**src/rtl/mem_port_arbiter.sv**
```systemverilog
// -----------------------------------------------------------------------------
// mem_port_arbiter
//
// Shares one external memory bus between the core's instruction-fetch port
// (mem_i_*) and data port (mem_d_*). Requests are arbitrated round-robin and
// only one bus transaction is outstanding at a time. Each response, with its
// tag, is routed back to the requester that owns it. A response timeout
// forces an error response if the bus never acknowledges.
//
// Parameters
//   TIMEOUT_CYCLES : ack-eligible cycles before an error response is forced
//                    (>= 1). The bus-accept cycle is the first of them.
//   CNT_W          : timeout counter width, 2**CNT_W > TIMEOUT_CYCLES.
//
// Ports
//   clk, rst               : clock, synchronous active-low reset
//   mem_i_rd_w/pc_w        : fetch request / address (held until accepted)
//   mem_i_accept_w         : fetch request taken this cycle (IDLE only)
//   mem_i_valid_w/error_w/inst_w : one-cycle fetch response + error + data
//   mem_d_rd_w/wr_w        : data read / byte write enables
//   mem_d_flush_w/invalidate_w/writeback_w : cache-maintenance ops
//   mem_d_addr_w/data_wr_w/req_tag_w : data address, write data, tag
//   mem_d_accept_w         : data request taken this cycle (IDLE only)
//   mem_d_ack_w/error_w/data_rd_w/resp_tag_w : one-cycle data response
//   bus_rd_o/wr_o/addr_o/data_wr_o : registered bus command
//   bus_accept_i           : bus took the command
//   bus_ack_i/error_i/data_rd_i : bus response
// -----------------------------------------------------------------------------
module mem_port_arbiter #(
    parameter int unsigned TIMEOUT_CYCLES = 64,
    parameter int unsigned CNT_W          = 7
) (
    input  logic        clk,
    input  logic        rst,

    input  logic        mem_i_rd_w,
    input  logic [31:0] mem_i_pc_w,
    output logic        mem_i_accept_w,
    output logic        mem_i_valid_w,
    output logic        mem_i_error_w,
    output logic [31:0] mem_i_inst_w,

    input  logic        mem_d_rd_w,
    input  logic [3:0]  mem_d_wr_w,
    input  logic        mem_d_flush_w,
    input  logic        mem_d_invalidate_w,
    input  logic        mem_d_writeback_w,
    input  logic [31:0] mem_d_addr_w,
    input  logic [31:0] mem_d_data_wr_w,
    input  logic [10:0] mem_d_req_tag_w,
    output logic        mem_d_accept_w,
    output logic        mem_d_ack_w,
    output logic        mem_d_error_w,
    output logic [31:0] mem_d_data_rd_w,
    output logic [10:0] mem_d_resp_tag_w,

    output logic        bus_rd_o,
    output logic [3:0]  bus_wr_o,
    output logic [31:0] bus_addr_o,
    output logic [31:0] bus_data_wr_o,
    input  logic        bus_accept_i,
    input  logic        bus_ack_i,
    input  logic        bus_error_i,
    input  logic [31:0] bus_data_rd_i
);

    typedef enum logic [2:0] {
        ST_IDLE,
        ST_MAINT,
        ST_BUS_REQ,
        ST_BUS_RESP,
        ST_RESPOND
    } state_t;

    localparam logic OWNER_I = 1'b0;
    localparam logic OWNER_D = 1'b1;

    // The accept cycle is already the first ack-eligible cycle, so BUS_RESP
    // gives up after TIMEOUT_CYCLES-1 further cycles; the error strobe then
    // lands exactly TIMEOUT_CYCLES cycles after the bus accept.
    localparam int unsigned    LAST_WAIT_INT = (TIMEOUT_CYCLES > 1) ? TIMEOUT_CYCLES - 2 : 0;
    localparam logic [CNT_W-1:0] LAST_WAIT   = LAST_WAIT_INT[CNT_W-1:0];
    localparam logic [CNT_W-1:0] CNT_ONE     = {{(CNT_W-1){1'b0}}, 1'b1};

    state_t            state_q, state_d;
    logic              owner_q, owner_d;
    logic              last_grant_q, last_grant_d;
    logic [10:0]       tag_q, tag_d;
    logic [CNT_W-1:0]  cnt_q, cnt_d;

    logic              bus_rd_q, bus_rd_d;
    logic [3:0]        bus_wr_q, bus_wr_d;
    logic [31:0]       bus_addr_q, bus_addr_d;
    logic [31:0]       bus_data_q, bus_data_d;

    logic              i_valid_q, i_valid_d;
    logic              i_error_q, i_error_d;
    logic [31:0]       i_inst_q, i_inst_d;
    logic              d_ack_q, d_ack_d;
    logic              d_error_q, d_error_d;
    logic [31:0]       d_data_q, d_data_d;
    logic [10:0]       d_tag_q, d_tag_d;

    // Response staging for the current cycle; registered into the owner's
    // output strobe so it appears in the following cycle.
    logic              do_resp;
    logic              resp_err;
    logic [31:0]       resp_data;

    // Request decode and round-robin choice
    logic i_req, d_bus_req, d_maint, d_req;
    logic grant_i, grant_d, in_idle;

    assign i_req     = mem_i_rd_w;
    assign d_bus_req = mem_d_rd_w | (|mem_d_wr_w);
    assign d_maint   = (mem_d_flush_w | mem_d_invalidate_w | mem_d_writeback_w) & ~d_bus_req;
    assign d_req     = d_bus_req | d_maint;
    assign grant_i   = i_req & (~d_req | (last_grant_q == OWNER_D));
    assign grant_d   = d_req & ~grant_i;

    // Accept is combinational; masking with rst keeps a request from looking
    // taken while reset is holding the state machine in IDLE.
    assign in_idle        = (state_q == ST_IDLE) & rst;
    assign mem_i_accept_w = in_idle & grant_i;
    assign mem_d_accept_w = in_idle & grant_d;

    always_comb begin
        // NOTE: every variable gets a default before the case so no path
        // leaves one unassigned, which would otherwise infer a latch.
        state_d      = state_q;
        owner_d      = owner_q;
        last_grant_d = last_grant_q;
        tag_d        = tag_q;
        cnt_d        = cnt_q;
        bus_rd_d     = bus_rd_q;
        bus_wr_d     = bus_wr_q;
        bus_addr_d   = bus_addr_q;
        bus_data_d   = bus_data_q;
        i_valid_d    = 1'b0;
        i_error_d    = i_error_q;
        i_inst_d     = i_inst_q;
        d_ack_d      = 1'b0;
        d_error_d    = d_error_q;
        d_data_d     = d_data_q;
        d_tag_d      = d_tag_q;
        do_resp      = 1'b0;
        resp_err     = 1'b0;
        resp_data    = 32'h0;

        unique case (state_q)
            ST_IDLE: begin
                if (grant_i) begin
                    owner_d      = OWNER_I;
                    last_grant_d = OWNER_I;
                    bus_rd_d     = 1'b1;
                    bus_wr_d     = 4'h0;
                    bus_addr_d   = mem_i_pc_w;
                    bus_data_d   = 32'h0;
                    state_d      = ST_BUS_REQ;
                end else if (grant_d) begin
                    owner_d      = OWNER_D;
                    last_grant_d = OWNER_D;
                    tag_d        = mem_d_req_tag_w;
                    if (d_bus_req) begin
                        // A write outranks a simultaneous read.
                        bus_wr_d   = mem_d_wr_w;
                        bus_rd_d   = ~(|mem_d_wr_w);
                        bus_addr_d = mem_d_addr_w;
                        bus_data_d = mem_d_data_wr_w;
                        state_d    = ST_BUS_REQ;
                    end else begin
                        state_d    = ST_MAINT;
                    end
                end
            end

            ST_MAINT: begin
                do_resp = 1'b1;
                state_d = ST_IDLE;
            end

            ST_BUS_REQ: begin
                if (bus_accept_i) begin
                    bus_rd_d = 1'b0;
                    bus_wr_d = 4'h0;
                    cnt_d    = '0;
                    if (bus_ack_i) begin
                        do_resp   = 1'b1;
                        resp_data = bus_data_rd_i;
                        resp_err  = bus_error_i;
                        state_d   = ST_RESPOND;
                    end else if (TIMEOUT_CYCLES == 1) begin
                        do_resp  = 1'b1;
                        resp_err = 1'b1;
                        state_d  = ST_RESPOND;
                    end else begin
                        state_d  = ST_BUS_RESP;
                    end
                end
            end

            ST_BUS_RESP: begin
                cnt_d = cnt_q + CNT_ONE;
                if (bus_ack_i) begin
                    do_resp   = 1'b1;
                    resp_data = bus_data_rd_i;
                    resp_err  = bus_error_i;
                    state_d   = ST_RESPOND;
                end else if (cnt_q == LAST_WAIT) begin
                    do_resp  = 1'b1;
                    resp_err = 1'b1;
                    state_d  = ST_RESPOND;
                end
            end

            ST_RESPOND: begin
                state_d = ST_IDLE;
            end

            default: begin
                state_d = ST_IDLE;
            end
        endcase

        if (do_resp) begin
            if (owner_q == OWNER_I) begin
                i_valid_d = 1'b1;
                i_inst_d  = resp_data;
                i_error_d = resp_err;
            end else begin
                d_ack_d   = 1'b1;
                d_data_d  = resp_data;
                d_error_d = resp_err;
                d_tag_d   = tag_q;
            end
        end
    end

    always_ff @(posedge clk) begin
        // NOTE: state registers use non-blocking assignments so every flop
        // samples pre-edge values regardless of statement order.
        if (!rst) begin
            state_q      <= ST_IDLE;
            owner_q      <= OWNER_I;
            last_grant_q <= OWNER_D;
            tag_q        <= '0;
            cnt_q        <= '0;
            bus_rd_q     <= 1'b0;
            bus_wr_q     <= '0;
            bus_addr_q   <= '0;
            bus_data_q   <= '0;
            i_valid_q    <= 1'b0;
            i_error_q    <= 1'b0;
            i_inst_q     <= '0;
            d_ack_q      <= 1'b0;
            d_error_q    <= 1'b0;
            d_data_q     <= '0;
            d_tag_q      <= '0;
        end else begin
            state_q      <= state_d;
            owner_q      <= owner_d;
            last_grant_q <= last_grant_d;
            tag_q        <= tag_d;
            cnt_q        <= cnt_d;
            bus_rd_q     <= bus_rd_d;
            bus_wr_q     <= bus_wr_d;
            bus_addr_q   <= bus_addr_d;
            bus_data_q   <= bus_data_d;
            i_valid_q    <= i_valid_d;
            i_error_q    <= i_error_d;
            i_inst_q     <= i_inst_d;
            d_ack_q      <= d_ack_d;
            d_error_q    <= d_error_d;
            d_data_q     <= d_data_d;
            d_tag_q      <= d_tag_d;
        end
    end

    assign bus_rd_o         = bus_rd_q;
    assign bus_wr_o         = bus_wr_q;
    assign bus_addr_o       = bus_addr_q;
    assign bus_data_wr_o    = bus_data_q;
    assign mem_i_valid_w    = i_valid_q;
    assign mem_i_error_w    = i_error_q;
    assign mem_i_inst_w     = i_inst_q;
    assign mem_d_ack_w      = d_ack_q;
    assign mem_d_error_w    = d_error_q;
    assign mem_d_data_rd_w  = d_data_q;
    assign mem_d_resp_tag_w = d_tag_q;

endmodule

```
**config.mk**
```make
export PLATFORM = sky130hd
export DESIGN_NAME = mem_port_arbiter
export DESIGN_NICKNAME = d
export VERILOG_FILES = /design/src/rtl/mem_port_arbiter.sv
export SDC_FILE = /design/constraint.sdc
export NUM_CORES = 1
export LEC_CHECK = 0
export CAP_MARGIN = 30
export CORE_ASPECT_RATIO = 2
export CORE_MARGIN = 4
export CORE_UTILIZATION = 55
export CTS_CLUSTER_DIAMETER = 50
export CTS_CLUSTER_SIZE = 30
export DETAILED_ROUTE_END_ITERATION = 12
export DONT_BUFFER_PORTS = 1
export PLACE_DENSITY = 0.76
export SLEW_MARGIN = 20
export SYNTH_ARGS = -nofsm -noshare
export SYNTH_HDL_FRONTEND = slang
export SYNTH_SLANG_ARGS = --single-unit
```
**constraint.sdc**
```tcl
create_clock -name clk -period 2.1 [get_ports clk]
set_clock_uncertainty 0.15 [all_clocks]
set_input_delay 0.105 -clock clk [delete_from_list [all_inputs] [get_ports clk]]
set_output_delay 0.105 -clock clk [all_outputs]
set_load 0.01 [all_outputs]
```
==> results_dict.tcl, run 1 <==
set metrics [dict create \
    post_cts_buffers 0 \
    synth_cells 656 \
    initial_core_util 0.564 \
    hold_buffers 162 \
    yosysSeqAreaShare 0.515 \
    async_flop_share 0 \
    yosys_warnings 0 \
    dieWidth_um 85.7 \
    synth_ff_type "dfxtp_1" \
    ios 303 \
    io_buffers 0 \
    cts_htree_levels 4 \
    cts_sinks 171 \
    lastStage "4_1_cts" \
    clk_path_buf_depth 2 \
    synthesis.area_um2 6640 \
    synth-edff-count 0 \
    cts_resized 4 \
    clockRootBuffer "clkbuf_16" \
    rows 56 \
    synth_seq_cells 171 \
    cts_buffers 17 \
    status "aborted with a tool error" \
    ys_types 52 \
    synth.avg_cell_area_um2 10.1 \
    place_hpwl_um 13200 \
    error_line "[ERROR RSZ-0060] Max buffer count reached." \
    synth_fp_nets 811 \
    die_h_um 163 \
    gp_congestion 0.816 \
]
Yosys cell counts (2+ instances only):
cell type    n  area (µm²)
mux2i_1     87         871
nor3b_1      3        22.5
inv_1       10        37.5
o221a_1     28         315
o221a_2      4        45.0
nand2b_1     2        12.5
o21ai_0      8        40.0
nor4_1       3        18.8
nor2_1      27         101
o31ai_1      2        15.0
a32o_1       2        20.0
buf_6        4        45.0
or3_1        3        18.8
a21oi_1     10        50.1
buf_2       14        70.1
xnor2_1      3        26.3
nand3_1      2        10.0
nor2b_1      2        12.5
nor3_1       8        40.0
ha_1         2        25.0
a211o_1      4        35.0
a41oi_1      4        35.0
dfxtp_1    171        3420
a22o_1      32         280
o21a_1      33         248
o21ai_1      2        10.0
clkbuf_1    30         113
nand2_1    132         495
through the flow:
stage / cell area, µm² / std cells / setup WS, ns / TNS (ns) / util
after floorplan: 6640 / 656 / 0.143 / 0 / -
after global placement: 6910 / 774 / -0.185 / -5.75 / 0.587
after detailed placement: 6920 / 775 / -0.0202 / -0.0781 / 0.588
kinds of logic after synthesis:
| group | synth area share |
|---|---|
| multiplexers | 0.133 |
| XOR/XNOR | 0.00527 |
| adder cells (fa/ha/maj) | 0.00377 |
| AND/OR/NAND/NOR | 0.123 |
| flip-flops | 0.515 |
| buffers and inverters | 0.0416 |
| AO/OA/AOI/OAI | 0.179 |
==> inputs of run 2 (changes only) <==
Settings changed: CORE_ASPECT_RATIO 2 to unset, CORE_UTILIZATION 55 to 40, CTS_CLUSTER_DIAMETER 50 to unset, CTS_CLUSTER_SIZE 30 to unset, PLACE_DENSITY 0.76 to unset, PLACE_DENSITY_LB_ADDON set to 0.15.
Clock period 2.1 ns to 2.7 ns, I/O delays scaled along.
==> run 2 against run 1 <==
The run now ends clean; synthesized cell count did not move; synthesized area did not move.
==> results_dict.tcl, run 2 <==
set metrics [dict create \
    drive_above_1_share 0.0807 \
    cts_htree_levels 4 \
    synth_fp_nets 811 \
    final.setup.tns_ns 0 \
    rows 46 \
    synth_area_leader_cell "dfxtp_1" \
    synth_top_cells_by_count "171 x dfxtp_1, 132 x nand2_1, 87 x mux2i_1" \
    grt_pass1_vias 5963 \
    drt_iter0_drc 274 \
    clk_pin_slew_ns 0.06 \
    status "finished, final reports clean" \
    path_cells "or3_1, a41oi_2, buf_6, o21a_1, o221a_1, dlygate4sd3_1" \
    via_count 5588 \
    io_buffers 0 \
    placed_area_um2 6870 \
    synth_compound_area_frac 0.179 \
    cts_buffers 17 \
    final_min_period_over_clock_period 0.941 \
    clkLatencyLatePin_ns 0.42 \
    track_usage 0.212 \
    cp-start-kind "flop" \
    grt_pass1_wl_um 31100 \
    sw_frac_of_total 0.254 \
    critPathRequiredTime_ns 2.91 \
    setup_viol 0 \
    critPathSlowestCell "dlygate4sd3_1" \
    worst_slew_pin_slew_ns 0.547 \
    synth_top_area_share 0.515 \
    synthMostInstantiatedCell "dfxtp_1" \
    dieArea_um2 18700 \
    p_seq_frac 0.459 \
    diodes 0 \
    critPathKind "flop to flop" \
    finalNetCount 960 \
    power.total_w 0.00622 \
    final_cell_mix "170 x dfxtp_1, 163 x dlygate4sd3_1, 132 x nand2_1, 87 x mux2i_1, 33 x o21a_1" \
    yosysSeqAreaShare 0.515 \
    async_flop_share 0 \
    fillCellCount 1307 \
    initial_core_util 0.414 \
    period_needed_ns 2.54 \
    clockRootBuffer "clkbuf_16" \
    synthesis.area_um2 6640 \
    register_area_um2 3420 \
    tritoncts "built" \
    dieWidth_um 137 \
    slew_violations 0 \
    critPathBufInv 2 \
    ys_types 52 \
    power_frac_clock 0.403 \
    hold_viol 0 \
    grt_max_degree 126 \
    ant_nets 0 \
    area_growth_pct 37.6 \
    clk_path_buf_depth 2 \
    synth_xor_xnor_area_share 0.00527 \
    critPathMaxFanout 32 \
    power.switching_w 0.00158 \
    final_common_cell "dfxtp_1" \
    fin_area_um2 9140 \
    ios 303 \
    synth_area_leaders "dfxtp_1 52%, mux2i_1 13%, nand2_1 7.5%" \
    cts_sinks 171 \
    power.internal_w 0.00464 \
    synthMuxAreaShare 0.133 \
    path_delay_family "buffers and inverters" \
    max_cap_viol_count 0 \
    relSlewSlack 0.635 \
    post_cts_buffers 0 \
    first_pass_iters 4 \
    fin_util 0.569 \
    p_leak_nw 3.82 \
    synth_adder_area_share 0.00377 \
    routed_wl_um 20400 \
    hold_path_class "primary input to flop" \
    synth_seq_cells 171 \
    synth_ff_type "dfxtp_1" \
    grt-ovfl-total 0 \
    ir_drop_v 0.000456 \
    gp_congestion 0.775 \
    multiInputGateArea_um2 2990 \
    drc 0 \
    crit_path_end_kind "flop" \
    powerDensity_nw_per_um2 680 \
    synth-edff-count 0 \
    wire_per_inst_um 19.7 \
    arrival_ns 2.75 \
    synth_cells 656 \
    slowest_delay_ns 0.57 \
    power_frac_comb 0.137 \
    yosys_warnings 0 \
    synth-simple-area-share 0.123 \
    fin_hold_ws_ns 0.0275 \
    place_hpwl_um 12600 \
    rsz0062_at_grt "no" \
    synth.avg_cell_area_um2 10.1 \
    grt_antenna_before_repair 0 \
    synth_top_family_by_area "compound AO/OA/AOI/OAI gates" \
    viasPerCell 5.40 \
    core-area_um2 16100 \
    die_h_um 137 \
    max_freq_ghz 0.394 \
]
[run 2: final timing paths]
path	startpoint	to	slack (ns)	depth (start not counted)
worst max-delay path	state_q[2]	bus_addr_o[27]	0.16	6
worst min register to register	tag_q[8]	mem_d_resp_tag_w[8]	0.31	2
worst max register to register	state_q[2]	bus_addr_o[27]	0.16	6
worst min-delay path	mem_d_wr_w[2]	state_q[0]	0.03	4
[run 2: power by group through the flow]
stage	Sequential (W)	Combinational, W	Clock, W
5_1_grt	0.00287	0.000924	0.00268
4_1_cts	0.00285	0.000836	0.00256
3_3_place_gp	0.00291	0.000527	0
3_5_place_dp	0.00291	0.000551	0
2_1_floorplan	0.00286	0.000475	0
6_report	0.00286	0.000854	0.00251
[run 2: cell families (layout without fill, tap and decap cells)]
group	Yosys count	in the layout
and+or+nand+nor	192	192
muxes	88	88
xor gates and xnor gates	4	4
AOI/OAI and AO/OA	139	139
adders and majority gates	2	2
DFF	171	171
buffers and inverters	60	222
[run 2: routing by layer]
metal	part of all wire	vias to the layer above	track usage
met4	0.022	0	0.0765
met2	0.49	250	0.369
li1	-	2632	-
met5	0	-	0
met1	0.38	2671	0.230
met3	0.11	35	0.0908
[run 2: area by class of cell]
| type | instances | area share |
|---|---|---|
| flip-flops and latches | 171 | 0.375 |
| multi-input cells | 425 | 0.327 |
| repair buffers | 180 | 0.199 |
| clock buffers | 20 | 0.0489 |
| well taps | 216 | 0.0296 |
| clock inverters | 12 | 0.0177 |
| inverters | 10 | 0.00411 |
[run 2: tightest hold or removal path, delay by kind of cell]
kind / cells / cell delay [ns]
compound gates: 1 / 0.16
simple gates: 3 / 0.26
[run 2: through the flow]
stage | instances | setup slack (ns)
2_1_floorplan | 656 | 0.713
4_1_cts | 1034 | 0.122
6_report | 1034 | 0.159
3_3_place_gp | 837 | 0.467
3_5_place_dp | 838 | 0.521
5_1_grt | 1034 | 0.0162
[run 2: what timing repair did]
item / in CTS / in global routing
gates resized for setup: 0 / 3
hold endpoints to repair: 170 / 0
setup endpoints to repair: 0 / 28
hold buffers: 164 / 0
(Power assumes the default switching activity.)
